===== config.mk =====
export PLATFORM = sky130hd
export DESIGN_NAME = ssd1306_spi_sink
export DESIGN_NICKNAME = d
export VERILOG_FILES = /design/src/rtl/ssd1306_spi_sink.sv
export SDC_FILE = /design/constraint.sdc
export NUM_CORES = 1
export LEC_CHECK = 0
export CAP_MARGIN = 20
export CELL_PAD_IN_SITES_DETAIL_PLACEMENT = 2
export CELL_PAD_IN_SITES_GLOBAL_PLACEMENT = 2
export CORE_MARGIN = 3
export CORE_UTILIZATION = 35
export CTS_CLUSTER_DIAMETER = 150
export CTS_CLUSTER_SIZE = 20
export DETAILED_ROUTE_END_ITERATION = 7
export PLACE_DENSITY_LB_ADDON = 0.12
export SLEW_MARGIN = 20
export SYNTH_ARGS = -nofsm -noshare
export SYNTH_HDL_FRONTEND = slang
export SYNTH_SLANG_ARGS = --single-unit

===== constraint.sdc =====
create_clock -name clk -period 4.2 [get_ports clk]
set_input_delay 1.26 -clock clk [delete_from_list [all_inputs] [get_ports clk]]
set_output_delay 1.26 -clock clk [all_outputs]
set_load 0.02 [all_outputs]

===== src/rtl/ssd1306_spi_sink.sv =====
// Panel-side model of the SSD1306 4-wire SPI link: synchronises and deserialises the
// serial stream, decodes the command subset into panel state and turns data bytes into framebuffer writes.
module ssd1306_spi_sink #(
  parameter int FB_DEPTH = 1024
) (
  input  logic       clk,
  input  logic       rst_n,
  input  logic       io_sclk,
  input  logic       io_sdin,
  input  logic       io_cs,
  input  logic       io_dc,
  input  logic       io_reset,
  output logic       rx_valid,
  output logic [7:0] rx_byte,
  output logic       rx_dc,
  output logic       rx_abort,
  output logic       display_on,
  output logic       invert,
  output logic [7:0] contrast,
  output logic [5:0] mux_ratio,
  output logic       charge_pump,
  output logic       fb_we,
  output logic [9:0] fb_addr,
  output logic [7:0] fb_wdata
);

  localparam logic [1:0] IDLE = 2'd0;
  localparam logic [1:0] ARG1 = 2'd1;
  localparam logic [1:0] ARG2 = 2'd2;
  localparam logic [9:0] FB_LAST = 10'(FB_DEPTH - 1);

  logic       sclk_q1_r, sclk_q2_r, sclk_q3_r;
  logic       sdin_q1_r, sdin_q2_r;
  logic       cs_q1_r, cs_q2_r, cs_q3_r;
  logic       dc_q1_r, dc_q2_r;
  logic       prst_q1_r, prst_q2_r;
  logic [7:0] shift_r;
  logic [2:0] bit_cnt_r;
  logic [1:0] state_r;
  logic [7:0] opcode_r;
  logic [9:0] ptr_r;

  logic       clr_s;
  logic       sclk_rise_s;
  logic       cs_rise_s;
  logic       shift_en_s;

  // Input synchronisers; only rst_n clears them so a held panel reset stays visible
  always_ff @(posedge clk) begin
    if (!rst_n) begin
      sclk_q1_r <= 1'b0;
      sclk_q2_r <= 1'b0;
      sclk_q3_r <= 1'b0;
      sdin_q1_r <= 1'b0;
      sdin_q2_r <= 1'b0;
      cs_q1_r   <= 1'b1;
      cs_q2_r   <= 1'b1;
      cs_q3_r   <= 1'b1;
      dc_q1_r   <= 1'b0;
      dc_q2_r   <= 1'b0;
      prst_q1_r <= 1'b1;
      prst_q2_r <= 1'b1;
    end else begin
      sclk_q1_r <= io_sclk;
      sclk_q2_r <= sclk_q1_r;
      sclk_q3_r <= sclk_q2_r;
      sdin_q1_r <= io_sdin;
      sdin_q2_r <= sdin_q1_r;
      cs_q1_r   <= io_cs;
      cs_q2_r   <= cs_q1_r;
      cs_q3_r   <= cs_q2_r;
      dc_q1_r   <= io_dc;
      dc_q2_r   <= dc_q1_r;
      prst_q1_r <= io_reset;
      prst_q2_r <= prst_q1_r;
    end
  end

  // A CS rise landing on the 8th SCLK rise still completes the byte
  always_comb begin
    clr_s       = !rst_n || !prst_q2_r;
    sclk_rise_s = sclk_q2_r && !sclk_q3_r;
    cs_rise_s   = cs_q2_r && !cs_q3_r;
    shift_en_s  = sclk_rise_s && (!cs_q2_r || (cs_rise_s && (bit_cnt_r == 3'd7)));
  end

  // Deserialiser: MSB-first shift, byte completion and mid-byte abort
  always_ff @(posedge clk) begin
    if (clr_s) begin
      shift_r   <= 8'h00;
      bit_cnt_r <= 3'd0;
      rx_valid  <= 1'b0;
      rx_abort  <= 1'b0;
      rx_byte   <= 8'h00;
      rx_dc     <= 1'b0;
    end else begin
      rx_valid <= 1'b0;
      rx_abort <= 1'b0;
      if (shift_en_s) begin
        shift_r <= {shift_r[6:0], sdin_q2_r};
        if (bit_cnt_r == 3'd7) begin
          rx_valid  <= 1'b1;
          rx_byte   <= {shift_r[6:0], sdin_q2_r};
          rx_dc     <= dc_q2_r;
          bit_cnt_r <= 3'd0;
        end else begin
          bit_cnt_r <= bit_cnt_r + 3'd1;
        end
      end else if (cs_q2_r && (bit_cnt_r != 3'd0)) begin
        rx_abort  <= 1'b1;
        bit_cnt_r <= 3'd0;
        shift_r   <= 8'h00;
      end
    end
  end

  // Command decoder FSM and framebuffer write pointer
  always_ff @(posedge clk) begin
    if (clr_s) begin
      state_r     <= IDLE;
      opcode_r    <= 8'h00;
      ptr_r       <= 10'd0;
      display_on  <= 1'b0;
      invert      <= 1'b0;
      contrast    <= 8'h7F;
      mux_ratio   <= 6'h3F;
      charge_pump <= 1'b0;
      fb_we       <= 1'b0;
      fb_addr     <= 10'd0;
      fb_wdata    <= 8'h00;
    end else begin
      fb_we <= 1'b0;
      if (rx_valid) begin
        if (rx_dc) begin
          // Data aborts any pending argument and is still written
          fb_we    <= 1'b1;
          fb_wdata <= rx_byte;
          fb_addr  <= ptr_r;
          ptr_r    <= (ptr_r == FB_LAST) ? 10'd0 : ptr_r + 10'd1;
          state_r  <= IDLE;
        end else begin
          case (state_r)
            IDLE: begin
              case (rx_byte)
                8'hAE: display_on <= 1'b0;
                8'hAF: display_on <= 1'b1;
                8'hA6: invert <= 1'b0;
                8'hA7: invert <= 1'b1;
                8'h81, 8'h20, 8'hA8, 8'hD3, 8'hD5, 8'hD9, 8'hDB, 8'h8D, 8'h21, 8'h22: begin
                  opcode_r <= rx_byte;
                  state_r  <= ARG1;
                end
                default: state_r <= IDLE;
              endcase
            end
            ARG1: begin
              case (opcode_r)
                8'h81: contrast <= rx_byte;
                8'hA8: mux_ratio <= rx_byte[5:0];
                8'h8D: charge_pump <= rx_byte[2];
                8'h21: ptr_r[6:0] <= rx_byte[6:0];
                8'h22: ptr_r[9:7] <= rx_byte[2:0];
                default: opcode_r <= opcode_r;
              endcase
              state_r <= ((opcode_r == 8'h21) || (opcode_r == 8'h22)) ? ARG2 : IDLE;
            end
            ARG2:    state_r <= IDLE;
            default: state_r <= IDLE;
          endcase
        end
      end
    end
  end

endmodule


==> impl_metrics.csv <==
group,metric,value,unit
setup_path,crit_start,"rx_dc",
sta,drv_slew,0,
sta,period_needed,3.28,ns
route,ant_nets,0,
sta,finalSetupTns,0,ns
synthesis,synth-edff-count,0,
setup_path,arrival,2.02,ns
setup_path,crit_family,"flip-flops",
floorplanning,die_area,11900,sq um
sta,max_slew_margin,43.0,%
sta,finalHoldViolCount,0,
setup_path,cp_cell_sequence,"clkdlybuf4s50_1",
setup_path,worst_r2r_endpoint,"ptr_r[7]",
sta,skew,0.00874,ns
setup_path,timing.reg2reg.setup_slack,1.52,ns
pwr,pwr-share-seq,55.3,%
grt,grt_usage,20.9,%
place,place_area,4330,sq um
floorplanning,die_h,109,microns
pwr,finalPower,0.00154,W
pwr,p_comb_share,2.2,%
synthesis,synth_cell_types,50,
pwr,pwr-share-clk,42.5,%
pwr,internal_power,0.00119,W
grt,grt_pass1_vias,3547,
clock_network,cts_max_level,3,
route,via_per_inst,5.41,
floorplanning,pin_count,54,
clock_network,root_buffer,"clkbuf_8",
clock_network,cts_buffers,9,
setup_path,setup.worst_path.end_class,"output port",
floorplanning,core-area,10000,sq um
route,totalWireLength,11600,microns
place,dp_hpwl,7900,microns
status,status,"completed",
route,vias,3341,
clock_network,cts_sinks,89,
route,drc,0,
floorplanning,rows,36,
pwr,power.leakage,1.47,nW
final_layout,fillers,1143,
clock_network,clkTransAtPathRegs,0.09,ns
worst_hold_path,holdCritStartpoint,"cs_q1_r",
pwr,vdd_drop_max,0.126,mV
sta,fin_crit_sh,78.0,%
clock_network,cts-resized-gates,0,
final_layout,stdcell_area,4540,sq um
clock_network,post_cts_buffers,0,
floorplanning,start_util,36.9,%
grt,grt_pass1_wl,19100,microns
route,drtIter0Drc,109,
place,place_congestion,0.756,
synthesis,avgSynthCellArea,8.44,sq um
synthesis,ys.flop_type,"dfxtp_1",
setup_path,startpoint_type,"register",
route,dr.pass1.iters,4,
setup_path,path_buf_inv,1,
final_layout,multiInputGateArea,1770,sq um
floorplanning,die_x,109,microns
worst_hold_path,min_path_cells,1,
grt,antenna_found_initial,0,
final_layout,layout.nets,491,
place,dp.cells,602,
synthesis,synth-warning-count,0,
grt,grt_start_max_net_pins,31,
final_layout,fin_cells,618,
clock_network,clockBufferDepth,2,
pwr,power_density,338,nW/um^2
synthesis,yosysSeqAreaShare,48.1,%
pwr,swShare,22.3,%
sta,hold_ws,0.427,ns
sta,finalSetupViolations,0,
worst_hold_path,holdCritPathClass,"register to register",
sta,max_slew.worst_pin.slew,0.843,ns
setup_path,worstPathRequired,2.94,ns
pwr,switching_power,0.000343,W
clock_network,tritoncts,"built",
synthesis,synth.net_count,450,
run,maxCapViolCount,0,
setup_path,timing.rr.start,"rx_dc",
final_layout,diodes,0,
synthesis,syn-cell-area,3710,sq um
setup_path,r2r_cells,5,
setup_path,critical_path.slowest_cell,"dfxtp_1",
sta,rsz0062_at_grt,"false",
grt,grt-ovfl-total,0,
route,wire_per_inst,18.8,microns
setup_path,critPathMaxStageDelay,0.88,ns
setup_path,critPathKind,"register to output port",
synthesis,async_reset_ff_share,0,%
worst_hold_path,hold_path_end,"cs_q2_r",
setup_path,path_max_fanout,21,
clock_network,cts_hold_buf,0,
final_layout,syn_to_final_growth,22.6,%
synthesis,synth.ff_latch_count,89,
final_layout,regArea,1780,sq um
final_layout,drive_above_1_share,5.77,%
sta,fmax,305,MHz
place,port_buffers,53,
clock_network,clk_latency,0.36,ns
synthesis,synthCells,439,
## logic make-up after synthesis
family,share of synthesized area (%)
AO/OA/AOI/OAI,15.8
XOR/XNOR,0.236
adder cells (fa/ha/maj),1.35
buffers and inverters,4.25
flip-flops,48.1
multiplexers,5.67
AND/OR/NAND/NOR,24.7
## stage by stage
| step | utilization [%] | setup slack (ns) |
|---|---|---|
| after global routing | 45.2 | 0.809 |
| after global placement | 43.1 | 1.02 |
| final | 45.2 | 0.923 |
| after CTS | 45.2 | 0.905 |
| after floorplan | - | 2.03 |
| after detailed placement | 43.1 | 0.948 |
## worst register-to-register path: cells and delay by family, from the launching register on
kind                   cells  cell delay (ns)
and+or+nand+nor            1             0.14
AOI/OAI and AO/OA          3             1.01
buffers and inverters      1             0.55
DFF                        1             0.88
## placed cells by master (no fill, tap or decap), drive strengths merged, types with 2 or more instances in the layout
| cell type | instances |
|---|---|
| dfxtp | 89 |
| nand2 | 83 |
| clkdlybuf4s50 | 53 |
| a21oi | 52 |
| nand3 | 25 |
| nor2 | 24 |
| o21ai | 22 |
| mux2i | 21 |
| and2 | 13 |
| clkbuf | 11 |
| inv | 10 |
| nor3 | 10 |
| nand2b | 7 |
| nor2b | 6 |
| buf | 6 |
| ha | 4 |
| o32ai | 4 |
| o21a | 3 |
| nor4b | 3 |
| a31oi | 3 |
| and3 | 2 |
| nor4 | 2 |
| nand3b | 2 |
| and4 | 2 |
| o22ai | 2 |
| bufinv | 2 |
| clkinvlp | 2 |
| clkinv | 2 |
| or4b | 2 |
| nand4 | 2 |
| a41oi | 2 |
| a311oi | 2 |
## power groups by stage
stage	clock network, W	logic [W]	registers [W]
3_5_place_dp	0	0.0000342	0.000870
2_1_floorplan	0	0.0000197	0.000869
3_3_place_gp	0	0.0000330	0.000870
6_report	0.000654	0.0000335	0.000850
5_1_grt	0.000713	0.0000374	0.000851
4_1_cts	0.000670	0.0000342	0.000850
## Yosys cell counts (4+ instances only)
cell	instances	share of area [%]
a21oi_1	52	7.0
and2_1	13	2.2
clkbuf_1	23	2.3
dfxtp_1	89	48
ha_1	4	1.4
inv_1	10	1.0
mux2i_1	21	5.7
nand2_1	83	8.4
nand2b_1	7	1.2
nand3_1	25	3.4
nor2_1	24	2.4
nor2b_1	6	1.0
nor3_1	9	1.2
o21ai_0	20	2.7
## registers in the layout, summed over array words and instances (netlist names), 2 cells and up
name       count
rx_byte        8
fb_wdata       8
bit_cnt_r      3
ptr_r         10
contrast       8
state_r        2
shift_r        7
opcode_r       8
fb_addr       10
mux_ratio      6
## cell type report
type                            count  share of cell area (%)
Sequential cell                    89                    39.2
Multi-Input combinational cell    310                    38.9
Timing Repair Buffer               59                    12.7
Tap cell                          133                    3.66
Clock buffer                       11                    2.89
Clock inverter                      5                    1.76
Inverter                           11                   0.909
## how the worst max path moves through the flow
stage	to	slack (ns)	cells after the start
finish	rx_dc	0.92	1
global route	rx_dc	0.81	1
CTS	rx_dc	0.90	1
detailed placement	opcode_r[6]	0.95	5
global placement	opcode_r[6]	1.02	5
floorplan	opcode_r[0]	2.03	5
## metal layers
layer / share of wire [%] / wire length [microns] / GRT usage, %
met3: 1.4 / 160 / 3.61
met2: 50 / 5770 / 35.4
met5: 0 / 0 / 0
met1: 48 / 5510 / 27.4
met4: 1.4 / 157 / 5.77
No activity file was read; power rests on OpenSTA's default activity.
